--- src/rtl/div_result_bcd_if.sv ---
// Handshake and payload bundle between the signed divider, the BCD converter
// and the readout logic.
interface div_result_bcd_if #(
    parameter int unsigned WIDTH  = 8,
    parameter int unsigned DIGITS = 3
);
    localparam int unsigned BCD_W = 4 * DIGITS;

    logic             in_valid;
    logic             in_ready;
    logic [WIDTH-1:0] Quo;
    logic [WIDTH-1:0] Rem;
    logic             out_valid;
    logic             out_ready;
    logic             quo_sign;
    logic [BCD_W-1:0] quo_bcd;
    logic             rem_sign;
    logic [BCD_W-1:0] rem_bcd;
    logic             busy;

    modport master (
        output in_valid, Quo, Rem, out_ready,
        input  in_ready, out_valid, quo_sign, quo_bcd, rem_sign, rem_bcd, busy
    );

    modport slave (
        input  in_valid, Quo, Rem, out_ready,
        output in_ready, out_valid, quo_sign, quo_bcd, rem_sign, rem_bcd, busy
    );
endinterface

--- src/rtl/div_result_bcd.sv ---
// Converts a signed quotient/remainder pair to sign-magnitude packed BCD with
// two parallel double-dabble engines, one bit per clock.
module div_result_bcd #(
    parameter int unsigned WIDTH  = 8,
    parameter int unsigned DIGITS = 3
) (
    input  logic              clk,
    input  logic              rst,
    div_result_bcd_if.slave   bus
);
    localparam int unsigned BCD_W = 4 * DIGITS;
    localparam int unsigned CNT_W = $clog2(WIDTH + 1);

    // Decimal digit count of 2^WIDTH, i.e. ceil(WIDTH*log10(2)).
    function automatic int unsigned dec_digits_pow2(input int unsigned w);
        longint unsigned v;
        int unsigned     n;
        v = 64'd1 << w;
        n = 0;
        while (v != 0) begin
            v = v / 10;
            n = n + 1;
        end
        return n;
    endfunction

    if (DIGITS < dec_digits_pow2(WIDTH)) begin : g_digits_check
        $error("div_result_bcd: DIGITS too small for WIDTH");
    end

    function automatic logic [BCD_W-1:0] add3(input logic [BCD_W-1:0] b);
        logic [BCD_W-1:0] r;
        r = b;
        for (int i = 0; i < int'(DIGITS); i++) begin
            if (b[4*i +: 4] >= 4'd5) r[4*i +: 4] = b[4*i +: 4] + 4'd3;
        end
        return r;
    endfunction

    typedef enum logic [1:0] {IDLE, SHIFT, DONE} state_e;

    state_e           state_q, state_d;
    logic [CNT_W-1:0] cnt_q, cnt_d;
    logic [WIDTH-1:0] quo_mag_q, quo_mag_d, rem_mag_q, rem_mag_d;
    logic [BCD_W-1:0] quo_acc_q, quo_acc_d, rem_acc_q, rem_acc_d;
    logic             quo_neg_q, quo_neg_d, rem_neg_q, rem_neg_d;
    logic             out_valid_q, out_valid_d;
    logic             busy_q, busy_d;
    logic             quo_sign_q, quo_sign_d, rem_sign_q, rem_sign_d;
    logic [BCD_W-1:0] quo_bcd_q, quo_bcd_d, rem_bcd_q, rem_bcd_d;
    logic [BCD_W-1:0] quo_adj, rem_adj;

    always_ff @(posedge clk) begin
        if (!rst) begin
            state_q     <= IDLE;
            cnt_q       <= '0;
            quo_mag_q   <= '0;
            rem_mag_q   <= '0;
            quo_acc_q   <= '0;
            rem_acc_q   <= '0;
            quo_neg_q   <= 1'b0;
            rem_neg_q   <= 1'b0;
            out_valid_q <= 1'b0;
            busy_q      <= 1'b0;
            quo_sign_q  <= 1'b0;
            rem_sign_q  <= 1'b0;
            quo_bcd_q   <= '0;
            rem_bcd_q   <= '0;
        end else begin
            state_q     <= state_d;
            cnt_q       <= cnt_d;
            quo_mag_q   <= quo_mag_d;
            rem_mag_q   <= rem_mag_d;
            quo_acc_q   <= quo_acc_d;
            rem_acc_q   <= rem_acc_d;
            quo_neg_q   <= quo_neg_d;
            rem_neg_q   <= rem_neg_d;
            out_valid_q <= out_valid_d;
            busy_q      <= busy_d;
            quo_sign_q  <= quo_sign_d;
            rem_sign_q  <= rem_sign_d;
            quo_bcd_q   <= quo_bcd_d;
            rem_bcd_q   <= rem_bcd_d;
        end
    end

    always_comb begin
        state_d     = state_q;
        cnt_d       = cnt_q;
        quo_mag_d   = quo_mag_q;
        rem_mag_d   = rem_mag_q;
        quo_acc_d   = quo_acc_q;
        rem_acc_d   = rem_acc_q;
        quo_neg_d   = quo_neg_q;
        rem_neg_d   = rem_neg_q;
        out_valid_d = out_valid_q;
        quo_sign_d  = quo_sign_q;
        rem_sign_d  = rem_sign_q;
        quo_bcd_d   = quo_bcd_q;
        rem_bcd_d   = rem_bcd_q;
        quo_adj     = add3(quo_acc_q);
        rem_adj     = add3(rem_acc_q);

        case (state_q)
            IDLE: begin
                if (bus.in_valid) begin
                    state_d   = SHIFT;
                    quo_neg_d = bus.Quo[WIDTH-1];
                    rem_neg_d = bus.Rem[WIDTH-1];
                    // Unsigned magnitude: -2^(WIDTH-1) maps onto itself.
                    quo_mag_d = bus.Quo[WIDTH-1] ? WIDTH'(-bus.Quo) : bus.Quo;
                    rem_mag_d = bus.Rem[WIDTH-1] ? WIDTH'(-bus.Rem) : bus.Rem;
                    quo_acc_d = '0;
                    rem_acc_d = '0;
                    cnt_d     = '0;
                end
            end
            SHIFT: begin
                quo_acc_d = {quo_adj[BCD_W-2:0], quo_mag_q[WIDTH-1]};
                rem_acc_d = {rem_adj[BCD_W-2:0], rem_mag_q[WIDTH-1]};
                quo_mag_d = {quo_mag_q[WIDTH-2:0], 1'b0};
                rem_mag_d = {rem_mag_q[WIDTH-2:0], 1'b0};
                cnt_d     = cnt_q + CNT_W'(1);
                if (cnt_q == CNT_W'(WIDTH - 1)) begin
                    state_d     = DONE;
                    out_valid_d = 1'b1;
                    quo_sign_d  = quo_neg_q;
                    rem_sign_d  = rem_neg_q;
                    quo_bcd_d   = quo_acc_d;
                    rem_bcd_d   = rem_acc_d;
                end
            end
            DONE: begin
                if (bus.out_ready) begin
                    state_d     = IDLE;
                    out_valid_d = 1'b0;
                end
            end
            default: begin
                state_d     = IDLE;
                out_valid_d = 1'b0;
            end
        endcase

        busy_d = (state_d != IDLE);
    end

    assign bus.in_ready  = (state_q == IDLE);
    assign bus.out_valid = out_valid_q;
    assign bus.busy      = busy_q;
    assign bus.quo_sign  = quo_sign_q;
    assign bus.rem_sign  = rem_sign_q;
    assign bus.quo_bcd   = quo_bcd_q;
    assign bus.rem_bcd   = rem_bcd_q;
endmodule
--- src/flat_wrapper.sv ---
// flat-port wrapper written by rule: the top's interface ports become plain ports
module div_result_bcd_flat 
#(
    parameter int unsigned WIDTH  = 8,
    parameter int unsigned DIGITS = 3
)
  (clk, rst, bus_in_valid, bus_Quo, bus_Rem, bus_out_ready, bus_in_ready, bus_out_valid, bus_quo_sign, bus_quo_bcd, bus_rem_sign, bus_rem_bcd, bus_busy);
  div_result_bcd_if #(.WIDTH(WIDTH), .DIGITS(DIGITS)) bus_i ();
  input  logic clk;
  input  logic rst;
  input wire logic [$bits(bus_i.in_valid)-1:0] bus_in_valid;
  input wire logic [$bits(bus_i.Quo)-1:0] bus_Quo;
  input wire logic [$bits(bus_i.Rem)-1:0] bus_Rem;
  input wire logic [$bits(bus_i.out_ready)-1:0] bus_out_ready;
  output wire logic [$bits(bus_i.in_ready)-1:0] bus_in_ready;
  output wire logic [$bits(bus_i.out_valid)-1:0] bus_out_valid;
  output wire logic [$bits(bus_i.quo_sign)-1:0] bus_quo_sign;
  output wire logic [$bits(bus_i.quo_bcd)-1:0] bus_quo_bcd;
  output wire logic [$bits(bus_i.rem_sign)-1:0] bus_rem_sign;
  output wire logic [$bits(bus_i.rem_bcd)-1:0] bus_rem_bcd;
  output wire logic [$bits(bus_i.busy)-1:0] bus_busy;
  assign bus_i.in_valid = bus_in_valid;
  assign bus_i.Quo = bus_Quo;
  assign bus_i.Rem = bus_Rem;
  assign bus_i.out_ready = bus_out_ready;
  assign bus_in_ready = bus_i.in_ready;
  assign bus_out_valid = bus_i.out_valid;
  assign bus_quo_sign = bus_i.quo_sign;
  assign bus_quo_bcd = bus_i.quo_bcd;
  assign bus_rem_sign = bus_i.rem_sign;
  assign bus_rem_bcd = bus_i.rem_bcd;
  assign bus_busy = bus_i.busy;
  div_result_bcd #(.WIDTH(WIDTH), .DIGITS(DIGITS)) u_core (.clk(clk), .rst(rst), .bus(bus_i));
endmodule
--- config.mk ---
export PLATFORM = sky130hd
export DESIGN_NAME = div_result_bcd_flat
export DESIGN_NICKNAME = d
export VERILOG_FILES = /design/src/rtl/div_result_bcd_if.sv /design/src/rtl/div_result_bcd.sv /design/src/flat_wrapper.sv
export SDC_FILE = /design/constraint.sdc
export NUM_CORES = 1
export LEC_CHECK = 0
export BUFFER_PORTS_ARGS = -buffer_cell sky130_fd_sc_hd__buf_2
export CAP_MARGIN = 40
export CORE_MARGIN = 2
export CORE_UTILIZATION = 45
export DETAILED_ROUTE_END_ITERATION = 12
export GPL_TIMING_DRIVEN = 1
export PLACE_DENSITY = 0.67
export SYNTH_ARGS = -nofsm -noshare
export SYNTH_HDL_FRONTEND = slang
export SYNTH_SLANG_ARGS = --single-unit
--- constraint.sdc ---
create_clock -name clk -period 1.6 [get_ports clk]
set_clock_uncertainty 0.2 [all_clocks]
set_input_delay 0.24 -clock clk [delete_from_list [all_inputs] [get_ports clk]]
set_output_delay 0.24 -clock clk [all_outputs]
set_load 0.02 [all_outputs]
==> results_dict.tcl, run 1 <==
set metrics [dict create \
    drv_cap 0 \
    final_cell_mix "dfxtp_1 (62), buf_2 (47), buf_4 (41)" \
    drc 0 \
    finalWorstSetupSlack_ns -0.0716 \
    combPwrFrac 0.098 \
    arrival_ns 1.72 \
    ys.flop_type "dfxtp_1" \
    coreArea_sq_um 7690 \
    hpwl_mm 5.53 \
    hold_viol_final 0 \
    switchingPower_mw 0.901 \
    start_util 0.463 \
    grt_pass1_wl_mm 14.0 \
    crit_fanout 8 \
    final_util 0.638 \
    antenna_found_initial 0 \
    final_common_cell "dfxtp_1" \
    yosysWarningCount 0 \
    layout_min_cycle_time_ns 1.67 \
    tightest_slew_ns 0.425 \
    wl_met1_mm 4.07 \
    required_ns 1.65 \
    portBuffers 48 \
    routed.top_layer "met4" \
    cts_buffers 9 \
    vdd_drop_max_v 0.000421 \
    avgSynthCellArea_sq_um 8.96 \
    met3WireLength_um 452 \
    area_delta_synth_final_pct 37.9 \
    syn_nets 432 \
    clock_path_buffers 2 \
    synth_edf_count 0 \
    grt_pass1_vias 3017 \
    synthesis.area_sq_um 3560 \
    die_h_um 92.9 \
    grt.overflow.total 0 \
    setup_tns_ns -0.799 \
    cts-root-buf "clkbuf_8" \
    cp-start-kind "flip-flop" \
    grt_max_degree 32 \
    p_int_mw 2.70 \
    wl_met2_mm 4.37 \
    drt_iter0_drc 166 \
    via_count 3192 \
    yosysSeqAreaShare 0.428 \
    final-setup-viol-count 23 \
    period_share 1.04 \
    clock_latency_ns 0.35 \
    power_density_nw_per_um2 734 \
    gr-usage-all-layers 0.205 \
    ant_nets 0 \
    multi_input_area_sq_um 2210 \
    wl_mm 8.95 \
    path_clk_slew_ns 0.08 \
    cts_tree "yes" \
    diodes 0 \
    gp_congestion 0.796 \
    dieArea_sq_um 8630 \
    maxSlewHeadroom 0.714 \
    rsz0062_at_grt "yes" \
    seqPwrFrac 0.544 \
    p_leak_nw 1.97 \
    synth_cell_types 47 \
    die_w_um 92.9 \
    rrSetupSlack_ns -0.07 \
    swShare 0.250 \
    status "finished, violations left" \
    worst-setup-path-type "flip-flop to flip-flop" \
    h-tree-depth 3 \
    fmax_ghz 0.598 \
    vias_per_cell 5.38 \
    finalNetCount 521 \
    layout-drive-gt1-share 0.393 \
    violations "negative setup slack" \
    wl_per_cell_um 15.1 \
    seq_area_sq_um 1540 \
    slew_viol_final 0 \
    ys_async_sr_fraction 0 \
    fillers 656 \
    critPathCaptureType "flip-flop" \
    ios 49 \
    hp-class "primary input to flip-flop" \
    placementRows 32 \
    clock_sinks 76 \
    drtPass1Iterations 4 \
    synthCells 397 \
    post-place-ws_ns -0.0988 \
    synth-seq-cells 76 \
    pwr-share-clk 0.359 \
]
## cells in the mapped netlist, types with 2 or more instances
cell type | count | share of area
mux2_2 | 6 | 0.019
inv_1 | 16 | 0.017
nand2b_1 | 9 | 0.016
o22ai_1 | 12 | 0.021
a22oi_1 | 7 | 0.015
and2_1 | 3 | 0.0053
o211ai_1 | 2 | 0.0042
nand2_1 | 40 | 0.042
nor3b_1 | 11 | 0.023
o211a_1 | 6 | 0.017
buf_4 | 6 | 0.013
ha_1 | 15 | 0.053
mux2i_1 | 6 | 0.017
a21boi_1 | 7 | 0.015
nand3_1 | 9 | 0.013
a222oi_1 | 3 | 0.0084
o21ai_0 | 35 | 0.049
nand4_1 | 2 | 0.0035
a21oi_1 | 28 | 0.039
xor2_1 | 4 | 0.0099
dfxtp_1 | 76 | 0.43
nor3_1 | 7 | 0.0099
a21boi_0 | 5 | 0.011
nor2b_1 | 17 | 0.030
o21a_1 | 3 | 0.0063
nand4b_1 | 2 | 0.0049
buf_2 | 8 | 0.011
nor2_1 | 8 | 0.0084
o221ai_1 | 7 | 0.017
xnor2_1 | 11 | 0.027
clkbuf_1 | 9 | 0.0095
o31ai_1 | 2 | 0.0042
## registers in the layout, indices dropped and copies added (netlist names), 2 cells and up
| name | cells |
|---|---|
| u_core.rem_mag_q | 8 |
| u_core.rem_acc_q | 12 |
| u_core.cnt_q | 4 |
| u_core.bus.quo_bcd | 12 |
| u_core.quo_mag_q | 8 |
| u_core.state_q | 2 |
| u_core.bus.rem_bcd | 12 |
| u_core.quo_acc_q | 12 |
## logic make-up (layout without fill, tap and decap cells)
logic type      after synthesis  count (layout)  share of synthesized area
fa+ha+maj                    15              15                     0.0528
compound gates              122             122                      0.219
buf+inv                      40             134                     0.0535
flops                        76              76                      0.428
mux                          12              12                     0.0359
simple gates                117             117                      0.174
xor+xnor                     15              15                     0.0369
## power groups by stage
stage | Clock [mW] | Combinational [mW] | Sequential [mW]
5_1_grt | 1.41 | 0.388 | 1.96
3_5_place_dp | 0 | 0.323 | 2.00
3_3_place_gp | 0 | 0.318 | 2.00
6_report | 1.29 | 0.351 | 1.96
4_1_cts | 1.33 | 0.333 | 1.95
2_1_floorplan | 0 | 0.194 | 2.00
## metrics by stage
step	instance area [sq um]	std cells	total power, mW	hold slack, ns
after CTS	4580	589	3.62	0.00195
final	4900	593	3.60	0.0138
after global routing	4900	593	3.76	0.0262
after floorplan	3590	397	2.19	0.209
after detailed placement	4200	567	2.32	0.249
after global placement	4200	567	2.32	0.238
## final cells by class
cell class              instances  area share
flip-flops and latches         76       0.314
multi-input cells             281       0.451
repair buffers                102       0.162
well taps                     102      0.0260
inverters                      16      0.0128
clock buffers                  12      0.0296
clock inverters                 4     0.00510
## final timing paths
check | startpoint | endpoint | cells past startpoint
worst max-delay path | u_core.cnt_q[1]$_SDFFE_PN0P_ | u_core.bus.quo_bcd[3]$_SDFFE_PN0P_ | 7
worst min-delay path | bus_Quo[6] | u_core.quo_mag_q[6]$_SDFFE_PN0P_ | 3
worst max register to register | u_core.cnt_q[1]$_SDFFE_PN0P_ | u_core.bus.quo_bcd[3]$_SDFFE_PN0P_ | 7
worst min register to register | u_core.rem_acc_q[9]$_SDFFE_PN0P_ | u_core.rem_acc_q[9]$_SDFFE_PN0P_ | 2
## repair_timing
item	CTS	global route
cloned	1	3
buffers inserted	4	2
endpoints found under the setup margin	30	50
endpoints found under the hold margin	1	0
pin swaps	10	16
hold buffers	1	0
resized for setup	47	59
## layer usage
layer | up-vias | track usage
li1 | 1595 | -
met1 | 1518 | 0.266
met2 | 74 | 0.335
met3 | 5 | 0.0488
met4 | 0 | 0.0662
met5 | - | 0
## worst max-delay path, stage by stage, from the launching register on
cell and delay, ns:
dfxtp_2 0.34, ha_4 0.15, nand4b_1 0.17, nor2_4 0.06
buf_12 0.14, buf_4 0.16, clkbuf_16 0.16, o211a_1 0.19
Note: power is estimated with default switching activity, not from simulation.
==> run 2, diff against run 1 <==
--- a/config.mk
+++ b/config.mk
@@ -5,6 +5,7 @@
 export SDC_FILE = /design/constraint.sdc
 export NUM_CORES = 1
 export LEC_CHECK = 0
+export ABC_AREA = 1
 export BUFFER_PORTS_ARGS = -buffer_cell sky130_fd_sc_hd__buf_2
 export CAP_MARGIN = 40
 export CORE_MARGIN = 2
==> run 2 against run 1 <==
Net effect: the run now ends clean; setup slack improved by 0.13 ns; die area rose by 8.8%; non-clock buffer count fell by 23; sequential power barely moved; via count rose by 19%; power rose by 23%; core utilization fell by 5.0 points.
==> results_dict.tcl, run 2 <==
set metrics [dict create \
    fillers 762 \
    cts-root-buf "clkbuf_8" \
    final_common_cell "nand2_1" \
    antenna_found_initial 0 \
    synthAdderAreaFrac 0.0483 \
    drc 0 \
    vdd_drop_max_v 0.000398 \
    clock_path_buffers 2 \
    met3WireLength_um 283 \
    layoutNonFillerInstCount 760 \
    wl_per_cell_um 12.2 \
    coreArea_sq_um 8300 \
    diodes 0 \
    power_density_nw_per_um2 908 \
    required_ns 1.66 \
    routed.top_layer "met4" \
    synth_cell_types 28 \
    slew_viol_final 0 \
    ys_async_sr_fraction 0 \
    cp_cell_sequence "ha_4 -> nand2_2 -> nor2_4 -> nand2_4 -> clkinv_8 -> clkbuf_16 -> nor2_1 -> nor2_1 -> nand2_1 -> inv_1" \
    wl_mm 9.25 \
    yosys-top-cells-count "nand2_1 (180), dfxtp_1 (76), nor2_1 (70)" \
    finalNetCount 685 \
    die_w_um 96.9 \
    yosysSeqAreaShare 0.392 \
    synth_edf_count 0 \
    synth.area.top_cells "dfxtp_1 (39%), nand2_1 (17%), nor2_1 (6.8%)" \
    synth_top_family_by_area "simple AND/OR/NAND/NOR gates" \
    drt_iter0_drc 159 \
    synthMuxAreaShare 0.00773 \
    seq_area_sq_um 1530 \
    grt.overflow.total 0 \
    via_count 3789 \
    critPathMostFrequentCell "nor2_1" \
    syn_nets 618 \
    clock_sinks 76 \
    yosysWarningCount 0 \
    final-setup-viol-count 0 \
    grt_pass1_wl_mm 15.2 \
    placementRows 33 \
    ios 49 \
    synth_xor_area_frac 0 \
    h-tree-depth 3 \
    yosysMostFrequentCell "nand2_1" \
    cp-start-kind "flip-flop" \
    gr-usage-all-layers 0.192 \
    wl_met2_mm 4.46 \
    final_util 0.588 \
    multi_input_area_sq_um 2080 \
    hold_viol_final 0 \
    cts_tree "yes" \
    area_delta_synth_final_pct 25.6 \
    portBuffers 48 \
    p_leak_nw 2.29 \
    start_util 0.468 \
    hp-class "primary input to flip-flop" \
    die_h_um 96.9 \
    final_cell_mix "nand2_1 (172), nor2_1 (67), dfxtp_1 (67)" \
    switchingPower_mw 0.999 \
    drv_cap 0 \
    ys.flop_type "dfxtp_1" \
    vias_per_cell 4.99 \
    layout_min_cycle_time_ns 1.54 \
    cts_buffers 9 \
    pwr-share-clk 0.472 \
    grt_pass1_vias 3536 \
    fmax_ghz 0.649 \
    cp_num_buf_inv 3 \
    synth-seq-cells 76 \
    wl_met1_mm 4.27 \
    synth_top_area_frac 0.392 \
    ant_nets 0 \
    p_int_mw 3.43 \
    swShare 0.226 \
    avgSynthCellArea_sq_um 6.66 \
    worst-setup-path-type "flip-flop to flip-flop" \
    synthesis.area_sq_um 3880 \
    synth_compound_area_frac 0.121 \
    synthCells 583 \
    layout-drive-gt1-share 0.188 \
    yosys.area.top_type "dfxtp_1" \
    synthSimpleGateAreaFrac 0.333 \
    place_inst 732 \
    arrival_ns 1.60 \
    drtPass1Iterations 4 \
    cp_slowest_stage_delay_ns 0.35 \
    gp_congestion 0.864 \
    combPwrFrac 0.085 \
    clock_latency_ns 0.35 \
    maxSlewHeadroom 0.824 \
    cp_top_family "simple AND/OR/NAND/NOR gates" \
    critPathCaptureType "flip-flop" \
    tightest_slew_ns 0.261 \
    status "completed" \
    critical-path-slowest-cell "dfxtp_2" \
    hpwl_mm 6.19 \
    path_clk_slew_ns 0.08 \
    dieArea_sq_um 9390 \
    grt_max_degree 35 \
    crit_fanout 8 \
    seqPwrFrac 0.443 \
    period_share 0.962 \
]
run 2: cell type report:
| type | instances | share of cell area |
|---|---|---|
| Multi-Input combinational cell | 419 | 0.426 |
| Tap cell | 105 | 0.0269 |
| Timing Repair Buffer | 79 | 0.121 |
| Clock inverter | 7 | 0.0333 |
| Inverter | 65 | 0.0531 |
| Clock buffer | 9 | 0.0254 |
| Sequential cell | 76 | 0.314 |
run 2: worst reg2reg max path, stage by stage (launching register included):
cell       delay (ns)
dfxtp_2          0.35
ha_4             0.16
nand2_2          0.09
nor2_4           0.05
nand2_4          0.11
clkinv_8         0.10
clkbuf_16        0.18
nor2_1           0.09
nor2_1           0.05
nand2_1          0.06
inv_1            0.03
run 2: metrics by stage:
step | setup WS, ns | instance area, sq um | power, mW | hold slack [ns] | TNS [ns]
after floorplan | 0.0231 | 3880 | 2.23 | 0.183 | 0
final | 0.0601 | 4880 | 4.43 | 0.0222 | 0
after global placement | -0.00235 | 4300 | 2.34 | 0.250 | -0.00235
after CTS | 0.000421 | 4700 | 4.45 | 0.00107 | 0
after global routing | -0.00982 | 4880 | 4.60 | 0.0371 | -0.0203
after detailed placement | -0.00683 | 4300 | 2.35 | 0.257 | -0.0126
run 2: power by group through the flow:
stage / Sequential, mW / Clock (mW) / Combinational (mW)
after global routing: 1.97 / 2.21 / 0.425
after CTS: 1.96 / 2.13 / 0.361
after detailed placement: 2.00 / 0 / 0.346
after global placement: 2.00 / 0 / 0.338
after floorplan: 2.00 / 0 / 0.232
final: 1.96 / 2.09 / 0.377
run 2: path summary, 6_finish.rpt:
kind | startpoint | endpoint | slack (ns) | depth (start not counted)
setup / recovery | u_core.cnt_q[0]$_SDFFE_PN0P_ | u_core.bus.quo_bcd[2]$_SDFFE_PN0P_ | 0.06 | 10
hold / removal | bus_Rem[2] | u_core.rem_mag_q[2]$_SDFFE_PN0P_ | 0.02 | 4
setup reg to reg | u_core.cnt_q[0]$_SDFFE_PN0P_ | u_core.bus.quo_bcd[2]$_SDFFE_PN0P_ | 0.06 | 10
hold reg to reg | u_core.bus.rem_bcd[3]$_SDFFE_PN0P_ | u_core.bus.rem_bcd[3]$_SDFFE_PN0P_ | 0.27 | 2
run 2: metal layers:
layer  vias up  track usage
met2        70        0.346
met1      1698        0.224
li1       2002            -
met3        19       0.0296
met4         0       0.0856
met5         -            0
run 2: kinds of logic after synthesis:
group | Yosys count
mux | 3
simple gates | 314
buf+inv | 88
flops | 76
fa+ha+maj | 15
compound gates | 87
run 2: timing repair:
action	4_1_cts	5_1_grt
gates cloned	1	2
pin swaps	2	5
gates resized for setup	7	35
endpoints found under the setup margin	18	49
hold buffers	6	0
hold endpoints to repair	6	0
buffers inserted	1	2
